File: src/rtl/rr_channel_logger_pkg.sv
// Shared types for the rr channel logger: log record, logging-bus
// producer bundle and logger FSM states.
package rr_channel_logger_pkg;

   localparam int RR_CHANNEL_WIDTH_BITS = 32;

   typedef struct packed {
      logic                             b;
      logic                             e;
      logic [RR_CHANNEL_WIDTH_BITS-1:0] data;
   } log_rec_t;

   typedef struct packed {
      logic                             logb_valid;
      logic                             loge_valid;
      logic [RR_CHANNEL_WIDTH_BITS-1:0] logb_data;
   } rr_logging_bus_t;

   typedef enum logic {
      ST_IDLE,
      ST_ACTIVE
   } log_state_t;

endpackage

File: src/rtl/rr_log_fifo.sv
// Synchronous log-record FIFO with registered storage and an
// occupancy count; full is judged on the pre-pop count.
import rr_channel_logger_pkg::*;

module rr_log_fifo #(
   parameter int DEPTH = 4,
   localparam int AW = $clog2(DEPTH),
   localparam int CW = AW + 1
) (
   input  logic          clk,
   input  logic          rst,
   input  logic          push,
   input  log_rec_t      wdata,
   input  logic          pop,
   output log_rec_t      rdata,
   output logic          empty,
   output logic [CW-1:0] count
);

   log_rec_t      mem [DEPTH];
   logic [AW-1:0] wr_ptr;
   logic [AW-1:0] rd_ptr;
   logic [CW-1:0] cnt;
   logic          full;
   logic          do_push;
   logic          do_pop;

   assign full    = (cnt == CW'(DEPTH));
   assign empty   = (cnt == '0);
   assign do_push = push & ~full;
   assign do_pop  = pop & ~empty;
   assign rdata   = mem[rd_ptr];
   assign count   = cnt;

   // pointer and occupancy bookkeeping, pointers wrap naturally
   always_ff @(posedge clk or posedge rst) begin
      if (rst) begin
         wr_ptr <= '0;
         rd_ptr <= '0;
         cnt    <= '0;
      end else begin
         if (do_push) wr_ptr <= wr_ptr + 1'b1;
         if (do_pop)  rd_ptr <= rd_ptr + 1'b1;
         cnt <= cnt + CW'(do_push) - CW'(do_pop);
      end
   end

   // record storage, visible at the head one cycle after the write
   always_ff @(posedge clk) begin
      if (do_push) mem[wr_ptr] <= wdata;
   end

endmodule

File: src/rtl/rr_channel_logger.sv
// Pass-through channel monitor that logs begin/end events of each
// transfer; RR_LOGGER_STALL_CNT_EN adds a saturating stall counter.
import rr_channel_logger_pkg::*;

module rr_channel_logger #(
   parameter int DATA_WIDTH     = 32,
   parameter int LOG_FIFO_DEPTH = 4
) (
   input  logic                  clk,
   input  logic                  rst,
   input  logic                  in_valid,
   output logic                  in_ready,
   input  logic [DATA_WIDTH-1:0] in_data,
   output logic                  out_valid,
   input  logic                  out_ready,
   output logic [DATA_WIDTH-1:0] out_data,
   output logic                  log_logb_valid,
   output logic                  log_loge_valid,
   output logic [DATA_WIDTH-1:0] log_logb_data,
   input  logic                  log_ready,
   output logic                  protocol_err
`ifdef RR_LOGGER_STALL_CNT_EN
   ,
   output logic [31:0]           stall_cnt
`endif
);

   localparam int CW = $clog2(LOG_FIFO_DEPTH) + 1;

   log_state_t      state;
   log_rec_t        push_rec;
   log_rec_t        head;
   rr_logging_bus_t bus;
   logic [CW-1:0]   count;
   logic            empty;
   logic            gate_open;
   logic            fire;
   logic            push;
   logic            pop;

   assign gate_open = (count < CW'(LOG_FIFO_DEPTH));
   assign out_data  = in_data;
   assign out_valid = in_valid & gate_open;
   assign in_ready  = out_ready & gate_open;
   assign fire      = out_valid & out_ready;
   assign pop       = ~empty & log_ready;

   // choose which event record, if any, enters the log this cycle
   always_comb begin
      push     = 1'b0;
      push_rec = '0;
      unique case (state)
         ST_IDLE: begin
            if (in_valid && gate_open) begin
               push          = 1'b1;
               push_rec.b    = 1'b1;
               push_rec.e    = fire;
               push_rec.data = RR_CHANNEL_WIDTH_BITS'(in_data);
            end
         end
         ST_ACTIVE: begin
            if (fire) begin
               push       = 1'b1;
               push_rec.e = 1'b1;
            end
         end
         default: ;
      endcase
   end

   // transaction tracker with sticky protocol error
   always_ff @(posedge clk or posedge rst) begin
      if (rst) begin
         state        <= ST_IDLE;
         protocol_err <= 1'b0;
      end else begin
         unique case (state)
            ST_IDLE: begin
               if (in_valid && gate_open && !fire) state <= ST_ACTIVE;
            end
            ST_ACTIVE: begin
               if (fire) begin
                  state <= ST_IDLE;
               end else if (!in_valid) begin
                  protocol_err <= 1'b1;
                  state        <= ST_IDLE;
               end
            end
            default: state <= ST_IDLE;
         endcase
      end
   end

   rr_log_fifo #(
      .DEPTH (LOG_FIFO_DEPTH)
   ) u_fifo (
      .clk   (clk),
      .rst   (rst),
      .push  (push),
      .wdata (push_rec),
      .pop   (pop),
      .rdata (head),
      .empty (empty),
      .count (count)
   );

   assign bus.logb_valid = ~empty & head.b;
   assign bus.loge_valid = ~empty & head.e;
   assign bus.logb_data  = head.data;

   assign log_logb_valid = bus.logb_valid;
   assign log_loge_valid = bus.loge_valid;
   assign log_logb_data  = bus.logb_data[DATA_WIDTH-1:0];

`ifdef RR_LOGGER_STALL_CNT_EN
   // count cycles where upstream is held off by a full log
   always_ff @(posedge clk or posedge rst) begin
      if (rst) begin
         stall_cnt <= '0;
      end else if (in_valid && !gate_open && stall_cnt != '1) begin
         stall_cnt <= stall_cnt + 32'd1;
      end
   end
`endif

endmodule

File: config.mk
export PLATFORM = sky130hd
export DESIGN_NAME = rr_channel_logger
export DESIGN_NICKNAME = d
export VERILOG_FILES = /design/src/rtl/rr_channel_logger_pkg.sv /design/src/rtl/rr_log_fifo.sv /design/src/rtl/rr_channel_logger.sv
export SDC_FILE = /design/constraint.sdc
export NUM_CORES = 1
export LEC_CHECK = 0
export CAP_MARGIN = 5
export CORE_ASPECT_RATIO = 2
export CORE_MARGIN = 5
export CORE_UTILIZATION = 45
export CTS_BUF_LIST = sky130_fd_sc_hd__clkbuf_4 sky130_fd_sc_hd__clkbuf_8
export CTS_CLUSTER_DIAMETER = 200
export DETAILED_ROUTE_END_ITERATION = 10
export GPL_TIMING_DRIVEN = 0
export PLACE_DENSITY = 0.73
export REMOVE_ABC_BUFFERS = 1
export SYNTH_ARGS = -nofsm -noshare
export SYNTH_HDL_FRONTEND = slang
export SYNTH_HIERARCHICAL = 1
export SYNTH_SLANG_ARGS = --single-unit
File: constraint.sdc
create_clock -name clk -period 4.72 [get_ports clk]
set_clock_uncertainty 0.05 [all_clocks]
set_input_delay 1.416 -clock clk [delete_from_list [all_inputs] [get_ports clk]]
set_output_delay 1.416 -clock clk [all_outputs]
set_load 0.05 [all_outputs]
==> results.sh <==
export IMPL_cap_violations=0
export IMPL_syn_to_final_growth_pct=23.6
export IMPL_rrSetupSlack_ns=1.60
export IMPL_num_rows=60
export IMPL_crit_slowest_cell="clkdlybuf4s50_1"
export IMPL_clock_path_buffers=2
export IMPL_yosysTopAreaCell="edfxtp_1"
export IMPL_postRouteWirelength_um=11300
export IMPL_antenna_found_initial=0
export IMPL_fin_util=0.561
export IMPL_die_area_um2=16000
export IMPL_synthTopCellsByArea="edfxtp_1 67%, mux4_2 10%, buf_4 4.0%, dfrtp_1 3.7%, and2_1 3.0%"
export IMPL_start_kind="register"
export IMPL_crit_arrival_ns=2.88
export IMPL_period_share=0.922
export IMPL_firstDrtPassIters=4
export IMPL_cts_max_level=4
export IMPL_postCtsHoldBufs=0
export IMPL_wl_per_cell_um=20.2
export IMPL_final_max_slew_viol_count=0
export IMPL_dieWidth_um=92.0
export IMPL_yosys_register_bits=145
export IMPL_syn_inst=304
export IMPL_path_class="register to primary output"
export IMPL_place_area_um2=7090
export IMPL_grt_pass1_wl_um=17700
export IMPL_leakage_uw=0.00257
export IMPL_numCtsBuffers=17
export IMPL_ant_nets=0
export IMPL_finalInstanceArea_um2=7490
export IMPL_cts_resized=0
export IMPL_die_h_um=174
export IMPL_synthArstFlopShare=0.0621
export IMPL_cts_setup_buffers=0
export IMPL_hp_class="register to register"
export IMPL_via_per_inst=5.22
export IMPL_nets=434
export IMPL_grt_pass1_vias=3286
export IMPL_worstPathCellList="buf_12 -> mux4_1 -> nor2b_1 -> clkdlybuf4s50_1"
export IMPL_cpPeakStageDelay_ns=0.71
export IMPL_required_ns=3.25
export IMPL_cts_sinks=145
export IMPL_drc=0
export IMPL_synth_common_cells="136 x edfxtp_1, 32 x buf_4, 29 x and2_1"
export IMPL_tritoncts="built"
export IMPL_dp_hpwl_um=7450
export IMPL_drive_above_1_share=0.184
export IMPL_cts_root_buffer_cell="clkbuf_8"
export IMPL_core_area_um2=13400
export IMPL_status="finished clean"
export IMPL_ios=106
export IMPL_clkLatencyLatePin_ns=0.42
export IMPL_end_kind="primary output"
export IMPL_grt_overflow_total=0
export IMPL_grt_max_degree=36
export IMPL_synth_most_common_cell="edfxtp_1"
export IMPL_clk_pin_slew_ns=0.08
export IMPL_setup_violations_final=0
export IMPL_hold_viol=0
export IMPL_p_per_area_nw_per_um2=645
export IMPL_yosysWarnings=6
export IMPL_syn_cell_area_um2=6060
export IMPL_vias=2911
export IMPL_yosysSeqAreaShare=0.711
export IMPL_gp_congestion=0.711
export IMPL_yosys_area_top_type_share=0.674
export IMPL_period_needed_ns=4.35
export IMPL_antennaDiodeCount=0
export IMPL_track_usage=0.150
export IMPL_initial_core_util=0.453
export IMPL_path_buf_inv=2
export IMPL_synth_edf_count=136
export IMPL_nFillCells=1048
export IMPL_worst_slew_pin_slew_ns=0.905
export IMPL_irDropWorstVdd_v=0.000376
export IMPL_yosysUniqueCellTypes=29
export IMPL_post_synth_cell_area_avg_um2=19.9
export IMPL_portBuffers=105
export IMPL_cp_top_family="buffers and inverters"
export IMPL_grt_setup_unrepaired="false"
export IMPL_critPathMaxFanout=23
export IMPL_fmax_mhz=230
export IMPL_relSlewSlack=0.397
export IMPL_drt_iter0_drc=120
export IMPL_synth_ff_type="edfxtp_1"
## power breakdown
group | switching, uW | internal (uW)
combinational | 1210 | 813
sequential | 186 | 1660
clock | 444 | 525
total | 1840 | 3000
## through the flow
stage          power (uW)  std cells  worst slack, ns  setup TNS [ns]  hold WS (ns)
3_5_place_dp         3930        526            0.335               0         0.397
6_report             4830        558            0.370               0         0.416
4_1_cts              4910        558            0.273               0         0.420
3_3_place_gp         3840        520           -0.391           -6.51         0.398
2_1_floorplan        3140        260            0.611               0         0.492
5_1_grt              5060        558            0.149               0         0.455
## registers in the layout (all words and copies together), names as in the netlist
name / flops
u_fifo/wr_ptr: 2
u_fifo/mem: 136
u_fifo/rd_ptr: 2
u_fifo/count: 3
protocol_err: 1
state: 1
## layout make-up
| class | count | area, um2 | area share |
|---|---|---|---|
| Clock inverter | 14 | 164 | 0.0219 |
| Tap cell | 155 | 194 | 0.0259 |
| Clock buffer | 18 | 241 | 0.0322 |
| Sequential cell | 145 | 4310 | 0.576 |
| Inverter | 10 | 37.5 | 0.00501 |
| Multi-Input combinational cell | 105 | 1350 | 0.180 |
| Timing Repair Buffer | 111 | 1200 | 0.160 |
## layout by cell type (no fill, tap or decap), types with 4 or more instances in the layout
| master | netlist | routed |
|---|---|---|
| mux4_2 | 28 | 28 |
| nor2b_1 | 4 | 4 |
| and3b_2 | 0 | 4 |
| clkdlybuf4s50_1 | 0 | 105 |
| edfxtp_1 | 136 | 136 |
| mux4_1 | 6 | 6 |
| and2_1 | 29 | 29 |
| inv_1 | 10 | 10 |
| ha_1 | 6 | 6 |
| clkbuf_8 | 0 | 17 |
| dfrtp_1 | 9 | 7 |
| buf_16 | 0 | 4 |
| nand2b_1 | 4 | 4 |
## worst paths after layout
| kind | startpoint | to | cells after the start |
|---|---|---|---|
| max | u_fifo/rd_ptr[0]$_DFFE_PP0P_ | log_logb_valid | 4 |
| min | protocol_err$_DFFE_PP0P_ | protocol_err$_DFFE_PP0P_ | 1 |
| max reg2reg | u_fifo/count[2]$_DFF_PP0_ | u_fifo/count[2]$_DFF_PP0_ | 9 |
| min reg2reg | protocol_err$_DFFE_PP0P_ | protocol_err$_DFFE_PP0P_ | 1 |
| max in group asynchronous | rst | u_fifo/rd_ptr[0]$_DFFE_PP0P_ | 2 |
| min in group asynchronous | rst | state$_DFF_PP0_ | 2 |
## layer usage
metal | up-vias | GRT usage | part of all wire
met5 | - | 0 | 0
met3 | 13 | 0.0390 | 0.040
met1 | 1482 | 0.155 | 0.35
li1 | 1334 | - | -
met4 | 0 | 0.0558 | 0.018
met2 | 82 | 0.283 | 0.59
## cells by family (layout without fill, tap and decap cells)
group                      Yosys count  in the layout  share of synthesized area
xor gates and xnor gates             4              4                    0.00578
muxes                               34             34                      0.130
DFF                                145            145                      0.711
and+or+nand+nor                     54             54                     0.0622
buffers and inverters               54            153                     0.0673
adders and majority gates            7              7                     0.0157
AOI/OAI and AO/OA                    6              6                    0.00764
Note: power is estimated with default switching activity, not from simulation.
